## config.mk

```make
export PLATFORM = sky130hd
export DESIGN_NAME = uart_tx_arbiter
export DESIGN_NICKNAME = d
export VERILOG_FILES = /design/src/rtl/uart_tx_arbiter.sv
export SDC_FILE = /design/constraint.sdc
export NUM_CORES = 1
export LEC_CHECK = 0
export ABC_CLOCK_PERIOD_IN_PS = 3600
export BUFFER_PORTS_ARGS = -buffer_cell sky130_fd_sc_hd__clkbuf_2
export CORE_MARGIN = 2
export CORE_UTILIZATION = 30
export DETAILED_ROUTE_END_ITERATION = 8
export GPL_TIMING_DRIVEN = 1
export HOLD_SLACK_MARGIN = 0.03
export PLACE_DENSITY = 0.54
export SLEW_MARGIN = 20
export SYNTH_ARGS = -nofsm -noshare
export SYNTH_HDL_FRONTEND = slang
export SYNTH_SLANG_ARGS = --single-unit
```

## constraint.sdc

```tcl
create_clock -name i_Clk -period 3.6 [get_ports i_Clk]
set_clock_uncertainty 0.15 [all_clocks]
set_input_delay 0.54 -clock i_Clk [delete_from_list [all_inputs] [get_ports i_Clk]]
set_output_delay 0.54 -clock i_Clk [all_outputs]
set_load 0.01 [all_outputs]
```

## src/rtl/uart_tx_arbiter.sv

```systemverilog
// Round-robin arbiter that shares one UART transmitter between NUM_REQ byte
// producers, sending a source-tagged header byte followed by the captured data byte.
module uart_tx_arbiter #(
  parameter int         NUM_REQ = 4,
  parameter logic [7:0] HDR_TAG = 8'hA0
) (
  input  logic                 i_Clk,
  input  logic                 i_Rst,
  input  logic [NUM_REQ-1:0]   i_Req_DV,
  input  logic [8*NUM_REQ-1:0] i_Req_Byte,
  output logic [NUM_REQ-1:0]   o_Req_Ack,
  output logic                 o_Tx_DV,
  output logic [7:0]           o_Tx_Byte,
  input  logic                 i_Tx_Active,
  input  logic                 i_Tx_Done,
  output logic                 o_Busy,
  output logic [2:0]           o_Grant_Id
);

  typedef enum logic [2:0] {
    S_IDLE,
    S_HDR,
    S_WAIT_HDR,
    S_DATA,
    S_WAIT_DATA
  } state_t;

  localparam logic [3:0] NR = 4'(NUM_REQ);

  state_t               state_q, state_d;
  logic [2:0]           ptr_q, ptr_d;
  logic [7:0]           data_q, data_d;
  logic [2:0]           grant_q, grant_d;
  logic [NUM_REQ-1:0]   ack_q, ack_d;
  logic                 tx_dv_q, tx_dv_d;
  logic [7:0]           tx_byte_q, tx_byte_d;
  logic                 busy_q, busy_d;

  // Requests and bytes padded to the 8-requester maximum so a 3-bit id indexes them exactly.
  logic [7:0]           req_pad;
  logic [63:0]          byte_pad;
  logic [2:0]           cand_idx [NUM_REQ];
  logic [3:0]           cand_sum [NUM_REQ];
  logic [NUM_REQ-1:0]   cand_hit;
  logic                 win_found;
  logic [2:0]           win_idx;
  logic [7:0]           win_onehot;
  logic [7:0]           win_byte;
  logic [7:0]           hdr_byte;

  assign req_pad  = 8'(i_Req_DV);
  assign byte_pad = 64'(i_Req_Byte);

  // Candidate gi is the requester gi places after ptr, wrapping at NUM_REQ.
  generate
    for (genvar gi = 0; gi < NUM_REQ; gi++) begin : g_cand
      assign cand_sum[gi] = {1'b0, ptr_q} + 4'(gi);
      assign cand_idx[gi] = (cand_sum[gi] >= NR) ? 3'(cand_sum[gi] - NR) : cand_sum[gi][2:0];
      assign cand_hit[gi] = req_pad[cand_idx[gi]];
    end
  endgenerate

  // Scan from the farthest candidate down so the nearest pending one wins.
  always_comb begin
    win_found = 1'b0;
    win_idx   = ptr_q;
    for (int i = NUM_REQ - 1; i >= 0; i--) begin
      if (cand_hit[i]) begin
        win_found = 1'b1;
        win_idx   = cand_idx[i];
      end
    end
  end

  assign win_onehot = 8'd1 << win_idx;
  assign win_byte   = byte_pad[{win_idx, 3'b000} +: 8];
  assign hdr_byte   = HDR_TAG | {5'b0, grant_q};

  always_comb begin
    state_d   = state_q;
    ptr_d     = ptr_q;
    data_d    = data_q;
    grant_d   = grant_q;
    ack_d     = '0;
    tx_dv_d   = 1'b0;
    tx_byte_d = tx_byte_q;
    case (state_q)
      S_IDLE: begin
        if (win_found && !i_Tx_Active) begin
          grant_d = win_idx;
          data_d  = win_byte;
          ack_d   = win_onehot[NUM_REQ-1:0];
          ptr_d   = ({1'b0, win_idx} == NR - 4'd1) ? 3'd0 : win_idx + 3'd1;
          state_d = S_HDR;
        end
      end
      S_HDR: begin
        if (!i_Tx_Active) begin
          tx_dv_d   = 1'b1;
          tx_byte_d = hdr_byte;
          state_d   = S_WAIT_HDR;
        end
      end
      S_WAIT_HDR: begin
        if (i_Tx_Done) state_d = S_DATA;
      end
      S_DATA: begin
        if (!i_Tx_Active) begin
          tx_dv_d   = 1'b1;
          tx_byte_d = data_q;
          state_d   = S_WAIT_DATA;
        end
      end
      S_WAIT_DATA: begin
        if (i_Tx_Done) state_d = S_IDLE;
      end
      default: state_d = S_IDLE;
    endcase
    busy_d = (state_d != S_IDLE);
  end

  always_ff @(posedge i_Clk) begin
    if (i_Rst) begin
      state_q   <= S_IDLE;
      ptr_q     <= 3'd0;
      data_q    <= 8'h00;
      grant_q   <= 3'd0;
      ack_q     <= '0;
      tx_dv_q   <= 1'b0;
      tx_byte_q <= 8'h00;
      busy_q    <= 1'b0;
    end else begin
      state_q   <= state_d;
      ptr_q     <= ptr_d;
      data_q    <= data_d;
      grant_q   <= grant_d;
      ack_q     <= ack_d;
      tx_dv_q   <= tx_dv_d;
      tx_byte_q <= tx_byte_d;
      busy_q    <= busy_d;
    end
  end

  assign o_Req_Ack  = ack_q;
  assign o_Tx_DV    = tx_dv_q;
  assign o_Tx_Byte  = tx_byte_q;
  assign o_Busy     = busy_q;
  assign o_Grant_Id = grant_q;

endmodule

```

After elaboration in Yosys (flattened, before gate mapping):

Cells that the tools add are included.

* bits in writable memories: 0
* memories kept: 0
* register bits after elaboration: 31
* latch bits: 0
* word-level logic and storage cells: 77
* ROM bits: 0
* input bits: 40

* equal/unequal tests: 7
* shifts and indexed selects: 2
* multiplexer cells: 31
* reductions and logical operators: 10
* bitwise logic cells: 3
* order comparisons: 8
* multiply operators: 0
* add/subtract/negate cells: 8
* div/mod/pow operators: 0

Operator list (number)
* indexed part select 64 x 7 -> 8 bit: 1
* 2-to-1 mux 3 bit: 14
* less-than comparator 3 x 4 -> 1 bit, second input constant: 4
* 2-to-1 mux 8 bit: 2
* case mux 8 bit (2 select lines): 1
* case mux 3 bit (5 select lines): 1
* binary-select mux 1 bit (select 3 bit): 4
* greater-or-equal comparator 4 x 3 -> 1 bit, second input constant: 3
* subtractor 3 bit, second input constant: 4
* == test 3 x 2 -> 1 bit, second input constant: 3
* 2-to-1 mux 1 bit: 9
* adder 3 x 2 -> 4 bit, second input constant: 2
* adder 3 x 1 -> 4 bit, second input constant: 1
* != test 2 bit, second input constant: 2
* OR reduction 2 bit: 2
* left shift 1 x 3 -> 4 bit, first input constant: 1
* adder 3 x 1 -> 3 bit, second input constant: 1
* == test 3 x 1 -> 1 bit, second input constant: 1
* == test 3 bit, second input constant: 1
* greater-or-equal comparator 3 bit, second input constant: 1
* zero test 3 bit: 1
* inverter 1 bit: 3
* AND reduction 3 bit: 1
* nonzero test 3 bit: 1
* other kinds (5): 5

Longest topological paths before layout:

Gate-level depths: netlist (run 1).

* word-level depth: 13
* gate-level depth with buffers: 11
* depth with buffers taken out: 9

Worst setup path before layout (run 1):

OpenSTA, ideal clock, no wires.

* kind: register to register
* start point: register ptr_q[0]
* end point: register ptr_q[0]
* slack: 619 ps
* cell stages (with the launch flop): 12
* setup time: 71 ps
* arrival time: 2761 ps
* required time: 3379 ps
* cells stage by stage: dfxtp_1 buf_2 inv_1 ha_1 mux4_2 o21ai_1 o311ai_2 xnor2_2 buf_2 ha_1 or3_1 a21oi_1

* word-level cells in the longest chain between the ends: 11
* elaborated cells between the ends (all ways): 36
* those cells by class: add/sub: 8; order compare: 4; eq/ne: 1; mux: 21; reduce/logical: 2

RTL lines
* start, declared: line 31 `logic [2:0] ptr_q, ptr_d;`
* start signal, assigned: line 134 `ptr_q <= ptr_d;`
* adder 3 x 2 -> 4 bit: line 57 `assign cand_sum[gi] = {1'b0, ptr_q} + 4'(gi);`
* greater-or-equal comparator 4 x 3 -> 1 bit or subtractor 3 bit (tied branches): line 58 `assign cand_idx[gi] = (cand_sum[gi] >= NR) ? 3'(cand_sum[gi] - NR) : cand_sum[gi][2:0];`
* 2-to-1 mux 3 bit: line 58
* binary-select mux 1 bit (select 3 bit): line 59 `assign cand_hit[gi] = req_pad[cand_idx[gi]];`
* 2-to-1 mux 1 bit (not written as such): line 59
* 2-to-1 mux 3 bit (3 in series): line 68 `if (cand_hit[i]) begin`
* 2-to-1 mux 3 bit (*): line 68
* named net win_idx[0]: line 46 `logic [2:0] win_idx;`
* adder 3 x 1 -> 3 bit or == test 3 x 2 -> 1 bit (tied branches): line 93 `ptr_d = ({1'b0, win_idx} == NR - 4'd1) ? 3'd0 : win_idx + 3'd1;`
* 2-to-1 mux 3 bit (*): line 93

Mark *: on every way through the listed nets, which the timed path passes. The rest lies on a longest branch. The select of a mux whose other input is x is not followed.
A chain may end at the register's enable or synchronous reset.

Worst setup path in the final report (run 1):

* start point: register ptr_q[1]
* end point: register data_q[6]

* elaborated cells between the ends (all ways): 34
* those cells by class: add/sub: 7; order compare: 4; shift: 1; mux: 20; reduce/logical: 2

RTL lines
* adder 3 x 2 -> 4 bit: line 57
* greater-or-equal comparator 4 x 3 -> 1 bit or subtractor 3 bit (tied branches): line 58
* 2-to-1 mux 3 bit: line 58
* binary-select mux 1 bit (select 3 bit): line 59
* 2-to-1 mux 1 bit (not written as such): line 59
* 2-to-1 mux 3 bit (3 in series): line 68
* 2-to-1 mux 3 bit (*): line 68
* named net win_idx[1]: line 46
* indexed part select 64 x 7 -> 8 bit (*): line 76 `assign win_byte = byte_pad[{win_idx, 3'b000} +: 8];`
* end signal, assigned: line 135 `data_q <= data_d;`
* end, declared: line 32 `logic [7:0] data_q, data_d;`

Marks and branches as above.

==> impl_results.md, run 1 <==
- Status: completed
- Io pins: 57
- Diodes inserted: 0
- First-pass GRT wire length: 6220 um
- Dpl cells: 290
- Antenna-violating nets left: 0
- Setup WS pre-CTS: 0.537 ns
- Post-synthesis adder-cell area fraction: 0.0223
- Die width: 78.9 um
- RSZ-0062 raised after global routing: false
- Synth Warn #: 0
- Initial core utilization: 0.307
- Synthesis-stage register bit count: 31
- Mean Syn Cell Area: 9.90 um^2
- Cells after Synth: 170
- Inserted Clock Buffers: 5
- Detailed placement HPWL: 2830 um
- Final #Nets: 268
- Worst Path Arrival: 3.07 ns
- Tightest Hold Check Type: flip-flop to flip-flop
- TritonCTS clock tree: built
- Area growth syn-to-layout: 26.2%
- DRC: 0
- Simple-Gate Fraction of Synth Area: 0.196
- Post-Synthesis Net Count: 213
- Maxcap violations: 0
- Row count: 27
- Number of antenna violations at the first check in global routing: 0
- Synth async-reset ratio: 0
- Setup crit end kind: flip-flop
- Layout cells sized above 1: 0.350
- Tcrit/Tclk final: 0.851
- WP data required: 3.60 ns
- Clock latency on the worst-skew pair: 0.28 ns
- Startpoint type of the worst setup path: flip-flop
- Final setup violation count: 0
- IO buf count: 56
- Setup WS post-layout: 0.538 ns
- Fraction of post-synthesis cell area in the top cell type by area: 0.369
- TNS Setup: 0 ns
- Top area cells in the synthesized netlist: dfxtp_1, mux2i_1, o221ai_1
- RD Place Congestion: 0.816
- Tmin final: 3.06 ns
- Finished Layout Cells: 298
- Hold Violations, Final: 0
- CTS H-Tree Depth: 2
- Post-route cell area: 2120 um^2
- Critical path class: flip-flop to flip-flop
- Cts hold-fix bufs: 0
- Xor/xnor share of the synthesized area: 0.0149
- Final core utilization: 0.388
- Post-synthesis sequential area ratio: 0.369
- Post-CTS sizing: 0
- Most common cell after layout, fill and taps aside: clkbuf_2
- Largest family of logic cells by synthesized area: simple AND/OR/NAND/NOR gates
- Pre-antenna DRT Iters: 4
- Largest fanout on the critical path: 10
- Slew Viols, Final: 0
- Most frequent cells in the layout: clkbuf_2, dfxtp_1, mux2i_1
- Fill cell count: 578
- Vias per cell: 4.90
- Maximum VDD drop: 0.300 mV
- Final wirelength: 3890 um
- Clk sink count: 31
- Via count: 1,459
- Die height: 78.9 um
- Cell leakage power: 0.914 nW
- CTS Root Cell: clkbuf_8
- Clock Tree Buf Depth: 2
- GRT Total Usage: 0.129
- Multiplexer share of the synthesized area: 0.190
- Post-CTS setup buffers: 0
- Least-Margin Pin Slew: 0.934 ns
- Post-Syn Area: 1680 um^2
- Slew margin rel.: 0.376
- Largest net degree at the start of global routing: 28
- Primary FF master, synth: dfxtp_1
- Cell Pwr Density: 799 nW/um^2
- FF/Latch Area: 621 um^2
- Compound-Gate Fraction of Synth Area: 0.166
- Core Box Area: 5470 um^2
- FMAX: 0.327 GHz
- Yosys cell types: 45
- Number of global-route vias before repair: 1,261
- Cell taking the most area after synthesis: dfxtp_1
- EDFF count, synth: 0
- Clk pin slew, worst setup/hold paths: 0.07 ns
- 1st-iter DRT viols: 23
- Drt wl/cell: 13.1 um
- DIE AREA: 6220 um^2
- Placed cell areas: 2020 um^2
- GRT overflow: 0
- Area occupied by multi-input gates: 991 um^2
[routing by layer]
metal,part of all wire,vias up,global-route usage
li1,-,741,-
met4,0.015,0,0.0517
met2,0.46,39,0.189
met3,0.055,6,0.0364
met1,0.47,673,0.178
met5,0,-,0
[power by group]
part           internal, mW  switching [mW]
logic                 0.429           0.471
registers             0.428          0.0666
clock network         0.174           0.127
total                  1.03           0.665
[stage by stage]
stage	power, mW	hold WS (ns)
after floorplan	1.23	0.292
after global placement	1.41	0.299
after detailed placement	1.41	0.297
after CTS	1.72	0.310
after global routing	1.82	0.327
final	1.70	0.312
[flip-flops by register name, summed over array words and instances (netlist names)]
signal and cells:
o_Tx_Byte 8, o_Req_Ack 4, state_q 3, o_Grant_Id 3, o_Tx_DV 1, ptr_q 3, o_Busy 1, data_q 8
[final timing paths]
check	slack [ns]	to	startpoint	cells after the start
setup / recovery	0.54	data_q[6]	ptr_q[1]	8
setup reg to reg	0.54	data_q[6]	ptr_q[1]	8
hold reg to reg	0.31	o_Tx_Byte[3]	o_Tx_Byte[3]	2
hold / removal	0.31	o_Tx_Byte[3]	o_Tx_Byte[3]	2
[layout make-up]
cell class / count / area share
Clock buffer: 8 / 0.0471
Inverter: 5 / 0.00884
Sequential cell: 31 / 0.292
Timing Repair Buffer: 59 / 0.143
Tap cell: 72 / 0.0424
Multi-Input combinational cell: 123 / 0.467
[worst max-delay path: stages (launching register included)]
cell and delay [ns]:
dfxtp_1 0.50, inv_1 0.16, ha_1 0.43, mux4_2 0.34, or3_1 0.37, a41o_1 0.24
a22oi_4 0.23, nand2b_1 0.35, o221ai_1 0.16
[synthesized netlist by cell type (2+ instances only)]
| master | number |
|---|---|
| dfxtp_1 | 31 |
| mux2i_1 | 23 |
| nor2_1 | 14 |
| nand3b_1 | 8 |
| o221ai_1 | 8 |
| a21oi_1 | 7 |
| clkbuf_1 | 5 |
| inv_1 | 5 |
| nand2_1 | 5 |
| nand2b_1 | 5 |
| nand3_1 | 5 |
| a211oi_1 | 3 |
| and2_1 | 3 |
| buf_2 | 3 |
| ha_1 | 3 |
| mux2_2 | 3 |
| nor2b_1 | 3 |
| or3_1 | 3 |
| a311oi_1 | 2 |
| and3_1 | 2 |
| buf_4 | 2 |
| mux4_2 | 2 |
| nand4_1 | 2 |
| nor4_1 | 2 |
[logic make-up after synthesis]
| family | count (synthesis) |
|---|---|
| AO/OA/AOI/OAI | 31 |
| XOR/XNOR | 2 |
| adder cells (fa/ha/maj) | 3 |
| buffers and inverters | 16 |
| flip-flops | 31 |
| multiplexers | 29 |
| AND/OR/NAND/NOR | 58 |
Power figures use the tool's default switching activity.
==> inputs of run 2 (changes only) <==
- ABC_AREA: default -> 1
- PLACE_DENSITY: 0.54 -> 0.53
==> impl_results.md, run 2 <==
- Status: completed
- Hold Slack: 0.312 ns (-0.000587 ns)
- Tightest Hold Check Type: flip-flop to flip-flop
- TNS Setup: 0 ns (unchanged)
- Number of global-route vias before repair: 1,801 (+43%)
- Post-CTS setup buffers: 0 (unchanged)
- Clk sink count: 31 (unchanged)
- Yosys cell types: 28 (-38%)
- Post-Syn Area: 1870 um^2 (+11%)
- Tcrit/Tclk final: 0.786 (-0.0642)
- Slowest cell delay on critical path: 0.65 ns (+0.15 ns)
- Final #Nets: 387 (+44%)
- Diodes inserted: 0 (unchanged)
- DRC: 0 (unchanged)
- Final setup violation count: 0 (unchanged)
- Cells after Synth: 290 (+71%)
- Top-count cell post-synth: inv_1
- Placed cell areas: 2180 um^2 (+7.7%)
- Via count: 1,861 (+28%)
- Area growth syn-to-layout: 20.8%
- Commonest cells in the netlist: inv_1, nand3_1, nand2_1
- Tmin final: 2.83 ns (-0.231 ns)
- Io pins: 57 (unchanged)
- Post-route cell area: 2260 um^2 (+6.4%)
- IO buf count: 56 (unchanged)
- Pre-antenna DRT Iters: 4 (unchanged)
- Post-CTS sizing: 0 (unchanged)
- Antenna-violating nets left: 0 (unchanged)
- CP Cell Sequence: inv_8 > ha_1 > inv_1 > nand3_1 > nand2_1 > nor2_4 > nand2_2 > nand2_4 > nand2_2 > nand2_4 > nand2_4 > ha_1 > o21ai_0 > a21oi_1
- Largest fanout on the critical path: 21 (+11)
- Fill cell count: 677 (+17%)
- Most common cell after layout, fill and taps aside: inv_1
- Maxcap violations: 0 (unchanged)
- CTS H-Tree Depth: 2 (unchanged)
- GRT overflow: 0 (unchanged)
- Critical path class: flip-flop to flip-flop
- Clock Tree Buf Depth: 2 (unchanged)
- Most frequent cells in the layout: inv_1, nand3_1, clkbuf_2
- Slew margin rel.: 0.647 (+0.271)
- Detailed placement HPWL: 3500 um (+23%)
- Cell leakage power: 1.25 nW (+37%)
- Least-Margin Pin Slew: 0.528 ns (-0.406 ns)
- Setup crit end kind: flip-flop
- Die width: 83.0 um (+5.2%)
- Primary FF master, synth: dfxtp_1
- Clock latency on the worst-skew pair: 0.28 ns (about the same)
- Largest net degree at the start of global routing: 22 (-21%)
- First-pass GRT wire length: 7600 um (+22%)
- Maximum VDD drop: 0.273 mV (-9.0%)
- Number of antenna violations at the first check in global routing: 0 (unchanged)
- Final wirelength: 4440 um (+14%)
- Top area cells in the synthesized netlist: dfxtp_1, nand3_1, inv_1
- Post-synthesis sequential area ratio: 0.332 (-0.0370)
- Worst Path Arrival: 2.84 ns (-0.23 ns)
- Die height: 83.0 um (+5.2%)
- Cts hold-fix bufs: 0 (unchanged)
- Cell Pwr Density: 784 nW/um^2 (-1.9%)
- FMAX: 0.353 GHz (+8.2%)
- CTS Root Cell: clkbuf_8
- Row count: 28 (+3.7%)
- Initial core utilization: 0.312 (+0.00474)
- Inserted Clock Buffers: 5 (unchanged)
- CP most frequent cell: nand2_4
- 1st-iter DRT viols: 85 (+270%)
- Hold Violations, Final: 0 (unchanged)
- RD Place Congestion: 0.879 (+7.7%)
- Mean Syn Cell Area: 6.45 um^2 (-35%)
- DIE AREA: 6880 um^2 (+11%)
- Slew Viols, Final: 0 (unchanged)
- EDFF count, synth: 0 (unchanged)
- Post-Synthesis Net Count: 333 (+56%)
- Synth async-reset ratio: 0 (unchanged)
- Clk pin slew, worst setup/hold paths: 0.06 ns (about the same)
- Core Box Area: 5990 um^2 (+9.5%)
- Critical path's slowest cell: dfxtp_1
- TritonCTS clock tree: built
- Synth Warn #: 0 (unchanged)
- Startpoint type of the worst setup path: flip-flop
- WP data required: 3.61 ns (about the same)
- Drt wl/cell: 10.6 um (-19%)
- Setup slack, reg-to-reg: 0.77 ns (+0.23 ns)
- Cell taking the most area after synthesis: dfxtp_1
- Layout cells sized above 1: 0.249 (-0.100)
- GRT Total Usage: 0.131 (+0.00196)
- Synthesis-stage register bit count: 31 (unchanged)
- RSZ-0062 raised after global routing: false
- Vias per cell: 4.43 (-9.5%)
- Fraction of post-synthesis cell area in the top cell type by area: 0.332 (-0.0370)
[run 2: cell count changes after synthesis, moves of 8 or more]
cell      before  now
o221ai_1       8    0
inv_1          5   58
o21ai_0        0    9
nand3_1        5   56
a21oi_1        7   17
nand2_1        5   51
nand3b_1       8    0
mux2i_1       23    0
[run 2: metrics by stage]
stage               std cells  utilization  total power [mW]  worst slack, ns
global placement          412        0.364              1.51            0.856
finish                    420        0.377              1.77            0.769
global route              420        0.377              1.94            0.545
CTS                       420        0.377              1.79            0.785
floorplan                 290            -              1.37             1.24
detailed placement        412        0.364              1.53            0.804
[run 2: final cells by class]
cell class / instances / area (um^2) / share of cell area
repair buffers: 56 / 280 / 0.124
multi-input cells: 182 / 921 / 0.408
inverters: 68 / 263 / 0.116
clock inverters: 1 / 5.00 / 0.00221
well taps: 75 / 93.8 / 0.0415
flip-flops and latches: 31 / 621 / 0.275
clock buffers: 7 / 76.3 / 0.0338
[run 2: critical path: cells and delay by family, from the launching register on]
kind	cells	cell delay [ns]
flops	1	0.65
buf+inv	2	0.16
simple gates	8	0.86
compound gates	2	0.20
fa+ha+maj	2	0.68
[run 2: metal layers]
layer,routed length (um),vias to the layer above,track usage
li1,-,1011,-
met1,2140,801,0.161
met2,2050,43,0.232
met3,212,6,0.0318
met4,36,0,0.0268
met5,0,-,0
[run 2: where the power goes]
part / switching, mW / leakage, nW / internal, mW
Combinational: 0.691 / 0.958 / 0.349
Sequential: 0.0547 / 0.254 / 0.419
Clock: 0.122 / 0.0422 / 0.135
Total: 0.868 / 1.25 / 0.903
[run 2: path summary, 6_finish.rpt]
path             start           end  cells after the start
min          data_q[5]  o_Tx_Byte[5]                      2
max reg2reg   ptr_q[0]      ptr_q[1]                     14
min reg2reg  data_q[5]  o_Tx_Byte[5]                      2
max           ptr_q[0]      ptr_q[1]                     14
[run 2: logic make-up (layout without fill, tap and decap cells)]
group / after synthesis / count (layout) / share of synthesized area
flops: 31 / 31 / 0.332
fa+ha+maj: 3 / 3 / 0.0201
compound gates: 31 / 31 / 0.0923
simple gates: 148 / 148 / 0.380
buf+inv: 77 / 132 / 0.176
